$ cat config.mk
export PLATFORM = sky130hd
export DESIGN_NAME = os_rx_ctrl
export DESIGN_NICKNAME = d
export VERILOG_FILES = /design/src/rtl/os_rx_ctrl.sv
export SDC_FILE = /design/constraint.sdc
export NUM_CORES = 1
export LEC_CHECK = 0
export BUFFER_PORTS_ARGS = -buffer_cell sky130_fd_sc_hd__buf_2
export CORE_MARGIN = 4
export CORE_UTILIZATION = 57
export DETAILED_ROUTE_END_ITERATION = 8
export PLACE_DENSITY = 0.77
export REMOVE_ABC_BUFFERS = 1
export SLEW_MARGIN = 20
export SYNTH_ARGS = -nofsm -noshare
export SYNTH_HDL_FRONTEND = slang
export SYNTH_SLANG_ARGS = --single-unit
$ cat constraint.sdc
create_clock -name i_CLK -period 4 [get_ports i_CLK]
set_clock_uncertainty 0.2 [all_clocks]
set_input_delay 0.4 -clock i_CLK [delete_from_list [all_inputs] [get_ports i_CLK]]
set_output_delay 0.4 -clock i_CLK [all_outputs]
set_load 0.02 [all_outputs]
$ cat src/rtl/os_rx_ctrl.sv
// Receive-path sequencer for the dual-edge oversampler: bit recovery, preamble/SFD hunt,
// PHR length capture and PSDU byte streaming.
module os_rx_ctrl #(
  parameter int         OSR      = 2,
  parameter int         PRE_BITS = 32,
  parameter logic [7:0] SFD      = 8'hA7,
  parameter int         SFD_WIN  = 16,
  parameter int         TIMEOUT  = 1023
) (
  input  logic       i_CLK,
  input  logic       i_RST,
  input  logic       i_START,
  input  logic       i_ABORT,
  input  logic       i_QLE,
  input  logic       i_QTE,
  output logic       o_OS_EN,
  output logic       o_BUSY,
  output logic       o_SFD_DET,
  output logic [6:0] o_LEN,
  output logic [7:0] o_BYTE,
  output logic       o_BYTE_VALID,
  output logic       o_DONE,
  output logic       o_ERR
);

  localparam int PH_W  = (OSR > 2) ? $clog2(OSR) : 1;
  localparam int CNT_W = $clog2(TIMEOUT + SFD_WIN + 2 * OSR + 8);
  localparam int ZC_W  = $clog2(PRE_BITS + 1);

  typedef enum logic [2:0] {
    S_IDLE, S_WARM, S_PRE, S_SFD, S_PHR, S_PSDU, S_DONE, S_ERR
  } state_t;

  state_t            state_q, state_d;
  logic [PH_W-1:0]   ph_q, ph_d;
  logic              qle_q, qle_d;
  logic [ZC_W-1:0]   zcnt_q, zcnt_d;
  logic [CNT_W-1:0]  bcnt_q, bcnt_d;
  logic [7:0]        sr_q, sr_d;
  logic [6:0]        bytes_q, bytes_d;
  logic [6:0]        len_q, len_d;
  logic [7:0]        byte_q, byte_d;
  logic              os_en_q, os_en_d;
  logic              busy_q, busy_d;
  logic              sfd_det_q, sfd_det_d;
  logic              bv_q, bv_d;
  logic              done_q, done_d;
  logic              err_q, err_d;

  logic              active;
  logic              edge_det;
  logic              strobe;
  logic [7:0]        sr_nx;

  always_comb begin
    state_d   = state_q;
    ph_d      = ph_q;
    qle_d     = i_QLE;
    zcnt_d    = zcnt_q;
    bcnt_d    = bcnt_q;
    sr_d      = sr_q;
    bytes_d   = bytes_q;
    len_d     = len_q;
    byte_d    = byte_q;
    sfd_det_d = 1'b0;
    bv_d      = 1'b0;
    done_d    = 1'b0;
    err_d     = 1'b0;

    active   = (state_q inside {S_PRE, S_SFD, S_PHR, S_PSDU});
    edge_det = i_QLE ^ qle_q;
    // An edge cycle is the first cycle of a new bit, so it can never be the mid-bit strobe.
    strobe   = active && !edge_det && (ph_q == PH_W'(OSR / 2));
    sr_nx    = {i_QTE, sr_q[7:1]};

    if (active) begin
      if (edge_det)
        ph_d = PH_W'(1);
      else
        ph_d = (ph_q == PH_W'(OSR - 1)) ? '0 : ph_q + PH_W'(1);
    end
    if (strobe) sr_d = sr_nx;

    case (state_q)
      S_IDLE: begin
        if (i_START) begin
          state_d = S_WARM;
          len_d   = '0;
          bcnt_d  = '0;
          sr_d    = '0;
        end
      end
      S_WARM: begin
        if (bcnt_q == CNT_W'(2 * OSR - 1)) begin
          state_d = S_PRE;
          bcnt_d  = '0;
          zcnt_d  = '0;
          ph_d    = '0;
        end else begin
          bcnt_d = bcnt_q + CNT_W'(1);
        end
      end
      S_PRE: begin
        if (strobe) begin
          zcnt_d = i_QTE ? '0 : zcnt_q + ZC_W'(1);
          if (!i_QTE && zcnt_q == ZC_W'(PRE_BITS - 1)) begin
            state_d = S_SFD;
            bcnt_d  = '0;
          end else if (bcnt_q == CNT_W'(TIMEOUT - 1)) begin
            state_d = S_ERR;
            err_d   = 1'b1;
          end else begin
            bcnt_d = bcnt_q + CNT_W'(1);
          end
        end
      end
      S_SFD: begin
        if (strobe) begin
          if (sr_nx == SFD) begin
            state_d   = S_PHR;
            sfd_det_d = 1'b1;
            bcnt_d    = '0;
          end else if (bcnt_q == CNT_W'(SFD_WIN - 1)) begin
            state_d = S_ERR;
            err_d   = 1'b1;
          end else begin
            bcnt_d = bcnt_q + CNT_W'(1);
          end
        end
      end
      S_PHR: begin
        if (strobe) begin
          if (bcnt_q == CNT_W'(7)) begin
            len_d  = sr_nx[6:0];
            bcnt_d = '0;
            if (sr_nx[6:0] == 7'd0) begin
              state_d = S_ERR;
              err_d   = 1'b1;
            end else begin
              state_d = S_PSDU;
              bytes_d = sr_nx[6:0];
            end
          end else begin
            bcnt_d = bcnt_q + CNT_W'(1);
          end
        end
      end
      S_PSDU: begin
        if (strobe) begin
          if (bcnt_q == CNT_W'(7)) begin
            byte_d  = sr_nx;
            bv_d    = 1'b1;
            bcnt_d  = '0;
            bytes_d = bytes_q - 7'd1;
            if (bytes_q == 7'd1) state_d = S_DONE;
          end else begin
            bcnt_d = bcnt_q + CNT_W'(1);
          end
        end
      end
      S_DONE: begin
        done_d  = 1'b1;
        state_d = S_IDLE;
      end
      S_ERR: begin
        state_d = S_IDLE;
      end
      default: state_d = S_IDLE;
    endcase

    // Abort silently drops the frame: no status pulse and the partial byte/length never lands.
    if (i_ABORT && state_q != S_IDLE) begin
      state_d   = S_IDLE;
      sfd_det_d = 1'b0;
      bv_d      = 1'b0;
      done_d    = 1'b0;
      err_d     = 1'b0;
      byte_d    = byte_q;
      len_d     = len_q;
    end

    busy_d  = (state_d != S_IDLE);
    os_en_d = busy_d;
  end

  always_ff @(posedge i_CLK or negedge i_RST) begin
    if (!i_RST) begin
      state_q   <= S_IDLE;
      ph_q      <= '0;
      qle_q     <= 1'b0;
      zcnt_q    <= '0;
      bcnt_q    <= '0;
      sr_q      <= '0;
      bytes_q   <= '0;
      len_q     <= '0;
      byte_q    <= '0;
      os_en_q   <= 1'b0;
      busy_q    <= 1'b0;
      sfd_det_q <= 1'b0;
      bv_q      <= 1'b0;
      done_q    <= 1'b0;
      err_q     <= 1'b0;
    end else begin
      state_q   <= state_d;
      ph_q      <= ph_d;
      qle_q     <= qle_d;
      zcnt_q    <= zcnt_d;
      bcnt_q    <= bcnt_d;
      sr_q      <= sr_d;
      bytes_q   <= bytes_d;
      len_q     <= len_d;
      byte_q    <= byte_d;
      os_en_q   <= os_en_d;
      busy_q    <= busy_d;
      sfd_det_q <= sfd_det_d;
      bv_q      <= bv_d;
      done_q    <= done_d;
      err_q     <= err_d;
    end
  end

  assign o_OS_EN      = os_en_q;
  assign o_BUSY       = busy_q;
  assign o_SFD_DET    = sfd_det_q;
  assign o_LEN        = len_q;
  assign o_BYTE       = byte_q;
  assign o_BYTE_VALID = bv_q;
  assign o_DONE       = done_q;
  assign o_ERR        = err_q;

endmodule

Yosys cells after proc, flatten, opt, wreduce, memory -nomap -nowiden
Cells that the tools add are included.
{"block": "word_totals", "regBits": 57}
{"block": "op_classes", "bitwise": 2, "n_reduce_logical": 22, "eq_ne": 26, "mux": 70, "addsub": 4}
{"operator": "$mux 11", "count": 10}
{"operator": "$mux 7", "count": 8}
{"operator": "$pmux 11 s5", "count": 1}
{"operator": "$mux 3", "count": 14}
{"operator": "$pmux 7 s2", "count": 2}
{"operator": "$mux 1", "count": 25}
{"operator": "$mux 8", "count": 3}
{"operator": "$pmux 3 s7", "count": 1}
{"operator": "$mux 6", "count": 3}
{"operator": "$ne 2x2->1 const B", "count": 7}
{"operator": "$eq 3x3->1 const B", "count": 4}
{"operator": "$pmux 6 s2", "count": 1}
{"operator": "$add 11x1->11 const B", "count": 1}
{"operator": "$eq 11x10->1 const B", "count": 1}
{"operator": "$eq 11x2->1 const B", "count": 1}
{"operator": "$eq 11x3->1 const B", "count": 1}
{"operator": "$eq 11x4->1 const B", "count": 1}
{"operator": "$eq 8x8->1 const B", "count": 1}
{"operator": "$eq 7x1->1 const B", "count": 1}
{"operator": "$logic_not 7->1", "count": 1}
{"operator": "$reduce_and 7->1", "count": 1}
{"operator": "$sub 7x1->7 const B", "count": 1}
{"operator": "$add 6x1->6 const B", "count": 1}
{"operator": "$eq 3x2->1 const B", "count": 2}
{"operator": "other kinds (21)", "count": 32}

Logic depth before layout (Yosys ltp)
Gate-level depths: netlist of the first run.
{"block": "depth", "ltp_word": 8, "ltp_mapped": 9, "ltp_nobuf": 7}

Least setup slack after synthesis of the first run
OpenSTA, ideal clock, no wires.
{"block": "synth_timing", "path_kind": "flip-flop to flip-flop", "start": "reg state_q[1]", "end": "reg bcnt_q[10]", "t_arrival_ns": 2.315, "setup_ns": 0.126, "synth_period_minus_slack_ns": 2.641, "path_stages_with_launch": 10, "path_slack_ns": 1.359, "cell_sequence": "dfrtp_1 > clkbuf_1 > inv_1 > ha_1 > nand2b_1 > o22ai_1 > o211ai_2 > or2_2 > buf_2 > a221o_1"}
{"block": "synth_between", "elab_chain_cells": 6}
{"item": "from (decl)", "line": "34", "source": "state_t state_q, state_d;"}
{"item": "from (signal assigned)", "line": "204", "source": "state_q <= state_d;"}
{"item": "$eq 3x2->1 or $eq 3x3->1 (tied branches)", "line": "70, 84"}
{"item": "$reduce_bool 4->1", "line": "70", "source": "active = (state_q inside {S_PRE, S_SFD, S_PHR, S_PSDU});"}
{"item": "$logic_and 1x1->1 (2 in a row)", "line": "73", "source": "strobe = active && !edge_det && (ph_q == PH_W'(OSR / 2));"}
{"item": "$ne 2x2->1 (no source line) or $ne 2x1->1 (tied branches)"}
{"item": "$reduce_and 7->1 (no source line)"}
{"item": "to (signal assigned)", "line": "208", "source": "bcnt_q <= bcnt_d;"}
{"item": "to (decl)", "line": "38", "source": "logic [CNT_W-1:0] bcnt_q, bcnt_d;"}
Several ways; a longest one is shown, not always the timed one.
A chain may end at the register's enable or synchronous reset.

Final worst setup path of the first run
{"block": "layout_timing", "start": "reg state_q[1]", "end": "reg busy_q, in the netlist o_BUSY"}
{"block": "layout_between", "elab_chain_cells": 8}
{"item": "$eq 3x2->1 or $eq 3x3->1 (tied branches)", "line": "70, 84"}
{"item": "$reduce_bool 4->1", "line": "70"}
{"item": "$logic_and 1x1->1 (2 in a row)", "line": "73"}
{"item": "$mux 3, on equally long branches"}
{"item": "$pmux 3 s7", "line": "84", "source": "case (state_q)"}
{"item": "$mux 3 (*)", "line": "172", "source": "if (i_ABORT && state_q != S_IDLE) begin"}
{"item": "$reduce_bool 3->1 (*)", "line": "182", "source": "busy_d = (state_d != S_IDLE);"}
{"item": "named net busy_d", "line": "44", "source": "logic busy_q, busy_d;"}
{"item": "to (signal assigned)", "line": "214", "source": "busy_q <= busy_d;"}
{"item": "to (decl)", "line": "44"}
The timed path passes the listed nets; every way through them passes the cells marked *.

==> run_results.csv, run 1 <==
group,metric,value,unit
critical_path,start_kind,"flip-flop",
drt,drtIter0Drc,130,
die,core-area,5270,µm²
placement,dpl.hpwl,5380,µm
critical_path,crit_arrival,2.97,ns
timing,rsz0062_at_grt,"false",
cts,htreeDepth,2,
min_path,holdPathEnd,"qle_q$_DFF_PN0_",
timing,finalCritPeriodShare,0.749,
drt,ant_nets,0,
die,dieArea,6840,µm²
cts,root_buffer,"clkbuf_8",
timing,tightest_slew,1.00,ns
timing,min_period,2.99,ns
layout,nets,377,
min_path,hold_path_class,"in -> reg",
synth,yosysUniqueCellTypes,61,
drt,wire_per_inst,16.7,µm
cts,clkLatencyLatePin,0.31,ns
layout,final_cells,434,
timing,setup-violations-final,0,
power,max-vdd-ir-drop,0.270,mV
cts,ctsResizeCount,0,
outcome,status,"finished clean",
drt,routed_wl,7250,µm
critical_path,critPathKind,"reg -> reg",
synth,synth-seq-cells,56,
die,die_y,82.7,µm
synth,syn-cell-area,3180,µm²
critical_path,r2r-start,"state_q[1]$_DFF_PN0_",
power,powerDensity,432,nW/µm²
synth,synthTopCellsByCount,"dfrtp_1, nand2_1, nor2_1, inv_1, o21ai_0",
global_routing,antenna_found_initial,0,
synth,yosys-top-cells-area,"dfrtp_1, nand2_1, nor2_1",
drt,vias_per_cell,6.09,
timing,slew_viol_final,0,
critical_path,worstSetupEndpointType,"flip-flop",
placement,dpl.cell_count,425,
min_path,min_from,"i_QLE",
synth,synth_edf_count,0,
placement,gp_congestion,0.946,
die,ioPinCount,27,
global_routing,grt_pass1_wl,12200,µm
placement,portBuffers,26,
synth,ys_warn_count,0,
drt,drc,0,
synth,yosys.area.top_type,"dfrtp_1",
cts,cts_made_buffers,5,
timing,hold_viol,0,
drt,route.vias.total,2644,
synth,synth_area_per_cell,9.33,µm²
layout,area_growth,8.65,%
timing,final.setup.tns,0,ns
placement,place_area,3350,µm²
critical_path,reg2reg_depth,8,
layout,diodes,0,
flow_run,cap_violations,0,
timing,max_freq,334,MHz
critical_path,r2r-end,"o_BUSY$_DFF_PN0_",
die,initial_core_util,0.604,
synth,synth_ff_type,"dfrtp_1",
cts,clock-sinks,56,
synth,ys_seq_area_frac,0.440,
global_routing,overflow,0,
synth,synthArstFlopShare,1.00,
layout,drive_above_1_share,0.181,
power,leakagePower,1.61,nW
cts,cts_max_path_buffers,2,
cts,cts.clk_slew.worst_paths,0.10,ns
cts,cts_setup_buffers,0,
drt,detail_route.first_pass.iterations,4,
timing,slew_headroom,0.328,
die,num_rows,26,
synth,syn_inst,341,
synth,yosysMostFrequentCell,"dfrtp_1",
global_routing,grt_max_degree,34,
critical_path,worstPathRequired,3.98,ns
critical_path,path_max_fanout,15,
global_routing,grt_pass1_vias,2640,
critical_path,regToRegSetupSlack,1.01,ns
layout,fin_area,3460,µm²
synth,yosysTopAreaCellShare,0.440,
min_path,min_path_cells,1,
cts,cts_tree,"done",
global_routing,grt_usage,0.233,
die,die_x,82.7,µm
==> flip-flops by register name, indices dropped and copies added, names as in the netlist <==
register / flops
bytes_q: 7
o_BYTE_VALID: 1
o_ERR: 1
ph_q: 1
qle_q: 1
bcnt_q: 11
o_LEN: 7
o_BYTE: 8
o_SFD_DET: 1
state_q: 3
sr_q: 7
o_BUSY: 1
zcnt_q: 6
o_DONE: 1
==> kinds of logic (layout without fill, tap and decap cells) <==
family / count (synthesis) / count (layout) / synth area share
and+or+nand+nor: 145 / 145 / 0.239
AOI/OAI and AO/OA: 75 / 75 / 0.176
DFF: 56 / 56 / 0.440
buffers and inverters: 38 / 61 / 0.0511
muxes: 17 / 17 / 0.0570
adders and majority gates: 8 / 8 / 0.0315
xor gates and xnor gates: 2 / 2 / 0.00551
==> per-stage QoR <==
stage | setup WS (ns) | power, W | hold slack [ns] | util
after detailed placement | 1.09 | 0.00117 | 0.214 | 0.636
final | 1.01 | 0.00149 | 0.0409 | 0.656
after CTS | 1.06 | 0.00150 | 0.0368 | 0.656
after global routing | 0.867 | 0.00158 | 0.0459 | 0.656
after floorplan | 1.34 | 0.00102 | -0.0956 | -
after global placement | 1.21 | 0.00116 | 0.194 | 0.636
==> report_power, final <==
part	internal, W	switching [W]
Sequential	0.000632	0.000100
Combinational	0.000172	0.000258
Clock	0.000141	0.000191
==> placed cells by master (no fill, tap or decap), types with 4 or more instances in the layout <==
cell type   n
inv_1      22
nand4_1     6
a211oi_1    5
mux2i_1     8
clkbuf_8    6
nand3_1     6
mux2_2      9
nor3_1     13
ha_1        8
or2_2       8
nor2b_1     4
dfrtp_1    56
buf_2      26
and3_1      6
nand2b_1    5
o21ai_0    15
a21oi_1    13
nor4_1      8
nor2_1     33
buf_4       4
a221o_1     7
nand2_1    33
==> worst max-delay path by stage <==
| stage | start | endpoint |
|---|---|---|
| global route | state_q[1]$_DFF_PN0_ | o_BUSY$_DFF_PN0_ |
| global placement | zcnt_q[0]$_DFFE_PN0P_ | bcnt_q[9]$_DFFE_PN0P_ |
| finish | state_q[1]$_DFF_PN0_ | o_BUSY$_DFF_PN0_ |
| detailed placement | state_q[1]$_DFF_PN0_ | o_BUSY$_DFF_PN0_ |
| floorplan | state_q[1]$_DFF_PN0_ | bcnt_q[0]$_DFFE_PN0P_ |
| CTS | state_q[1]$_DFF_PN0_ | o_BUSY$_DFF_PN0_ |
==> what timing repair did <==
action	4_1_cts	5_1_grt
endpoints found under the setup margin	0	0
hold buffers	1	0
endpoints found under the hold margin	23	0
==> critical path, cell delays in order (launching register included) <==
cell and delay, ns:
dfrtp_1 0.63, inv_1 0.12, ha_1 0.33, nand2b_1 0.20, nor2_1 0.46, buf_4 0.24, a41oi_1 0.11, nor4_1 0.41
o221ai_1 0.16
==> final cells by class <==
cell class / count / area, µm²
Sequential cell: 56 / 1400
Timing Repair Buffer: 31 / 170
Clock buffer: 6 / 82.6
Clock inverter: 2 / 15.0
Fill cell: 451 / 1810
Tap cell: 70 / 87.6
Multi-Input combinational cell: 247 / 1620
Inverter: 22 / 82.6
==> metal layers <==
| metal | track usage | vias to the layer above | share of wire |
|---|---|---|---|
| li1 | - | 1274 | - |
| met1 | 0.288 | 1279 | 0.44 |
| met3 | 0.0423 | 15 | 0.051 |
| met2 | 0.409 | 76 | 0.49 |
| met4 | 0.0768 | 0 | 0.017 |
| met5 | 0 | - | 0 |
No activity file was read; power rests on OpenSTA's default activity.
==> run 2, diff against run 1 <==
==> constraint.sdc (replaced) <==
create_clock -name i_CLK -period 2.9 [get_ports i_CLK]
set_clock_uncertainty 0.2 [all_clocks]
set_input_delay 0.29 -clock i_CLK [delete_from_list [all_inputs] [get_ports i_CLK]]
set_output_delay 0.29 -clock i_CLK [all_outputs]
set_load 0.02 [all_outputs]
==> run 2 against run 1 <==
  * Final cell count is 4.4% higher
  * First-iteration DRC count increased by 40%
  * Worst hold slack gained 0.051 ns
  * Largest power group unchanged
==> run_results.csv, run 2 (synthesis results as in run 1) <==
group,metric,value,unit
layout,final_cells,453,
die,ioPinCount,27,
drt,route.vias.total,2735,
drt,drc,0,
layout,final_cell_mix,"dfrtp_1, nor2_1, nand2_1",
critical_path,crit_arrival,2.75,ns
layout,fin_area,3630,µm²
timing,max_freq,363,MHz
global_routing,grt_pass1_wl,12700,µm
die,die_x,82.7,µm
drt,ant_nets,0,
timing,fin_ws,0.146,ns
outcome,status,"finished clean",
flow_run,cap_violations,0,
timing,rsz0062_at_grt,"false",
timing,finalCritPeriodShare,0.950,
layout,nets,396,
cts,cts.clk_slew.worst_paths,0.10,ns
critical_path,start_kind,"flip-flop",
drt,drtIter0Drc,182,
timing,slew_headroom,0.362,
cts,cts_max_path_buffers,2,
power,leakagePower,1.72,nW
cts,htreeDepth,2,
cts,cts_setup_buffers,0,
global_routing,antenna_found_initial,0,
die,die_y,82.7,µm
cts,cts_made_buffers,5,
global_routing,grt_usage,0.244,
critical_path,worstSetupEndpointType,"flip-flop",
die,initial_core_util,0.604,
layout,largest_register_ffs,11,
die,dieArea,6840,µm²
global_routing,grt_pass1_vias,2652,
layout,drive_above_1_share,0.219,
drt,detail_route.first_pass.iterations,5,
drt,vias_per_cell,6.04,
timing,hold_viol,0,
timing,setup-violations-final,0,
placement,gp_congestion,0.963,
power,powerDensity,599,nW/µm²
placement,dpl.hpwl,5500,µm
min_path,hold_path_class,"in -> reg",
critical_path,path_max_fanout,11,
cts,root_buffer,"clkbuf_8",
die,num_rows,26,
layout,final_common_cell,"dfrtp_1",
layout,utilization,0.688,
power,max-vdd-ir-drop,0.408,mV
timing,final.setup.tns,0,ns
drt,routed_wl,7520,µm
cts,clkLatencyLatePin,0.31,ns
placement,dpl_worst_slack,0.195,ns
cts,clock-sinks,56,
placement,dpl.cell_count,442,
layout,top_register,"bcnt_q",
placement,place_area,3480,µm²
global_routing,grt_max_degree,32,
timing,tightest_slew,0.953,ns
global_routing,overflow,0,
layout,area_growth,14.0,%
die,core-area,5270,µm²
drt,wire_per_inst,16.6,µm
layout,diodes,0,
critical_path,critPathKind,"reg -> reg",
timing,min_period,2.75,ns
cts,cts_tree,"done",
placement,portBuffers,26,
critical_path,worstPathRequired,2.90,ns
timing,slew_viol_final,0,
## run 2: repair_timing
item	in CTS	in global routing
endpoints found under the setup margin	0	7
resized for setup	0	1
hold endpoints to repair	28	0
hold buffers	3	0
## run 2: where the power goes
part | switching, W | total, W | internal (W) | leakage, nW
sequential | 0.0000838 | 0.000956 | 0.000872 | 0.746
clock | 0.000246 | 0.000503 | 0.000257 | 0.0552
combinational | 0.000434 | 0.000714 | 0.000280 | 0.918
## run 2: per-layer routing
metal | vias to the layer above | global-route usage | share of wire
met3 | 25 | 0.0445 | 0.062
met2 | 90 | 0.399 | 0.48
met1 | 1303 | 0.310 | 0.43
met5 | - | 0 | 0
li1 | 1317 | - | -
met4 | 0 | 0.121 | 0.034
## run 2: critical path, cell delays in order (launching register included)
cell,delay [ns]
dfrtp_1,0.43
ha_1,0.25
or4b_4,0.52
or3_1,0.47
o211ai_2,0.27
nor3b_2,0.18
a221o_1,0.33
## run 2: path summary, 6_finish.rpt
path                                        from                endpoint  slack, ns  depth (start not counted)
min                                        i_QTE       sr_q[7]$_DFF_PN0_       0.09                          3
max                        bcnt_q[1]$_DFFE_PN0P_   bcnt_q[6]$_DFFE_PN0P_       0.15                          6
max in group asynchronous                  i_RST   bcnt_q[2]$_DFFE_PN0P_       1.34                          3
max reg2reg                bcnt_q[1]$_DFFE_PN0P_   bcnt_q[6]$_DFFE_PN0P_       0.15                          6
min reg2reg                zcnt_q[5]$_DFFE_PN0P_   zcnt_q[5]$_DFFE_PN0P_       0.30                          1
min in group asynchronous                  i_RST  o_BYTE_VALID$_DFF_PN0_       0.32                          2
## run 2: area by class of cell
type	instances	area [µm²]
clock buffer	6	72.6
clock inverter	2	35.0
fill	436	1640
inverter	22	82.6
multi-input combinational	247	1630
sequential	56	1400
tap	70	87.6
timing repair buffer	50	318
## run 2: metrics by stage
step / power [W] / hold slack, ns
after floorplan: 0.00141 / -0.206
after global placement: 0.00164 / 0.118
after detailed placement: 0.00167 / 0.128
after CTS: 0.00218 / 0.0920
after global routing: 0.00231 / 0.0993
final: 0.00217 / 0.0922
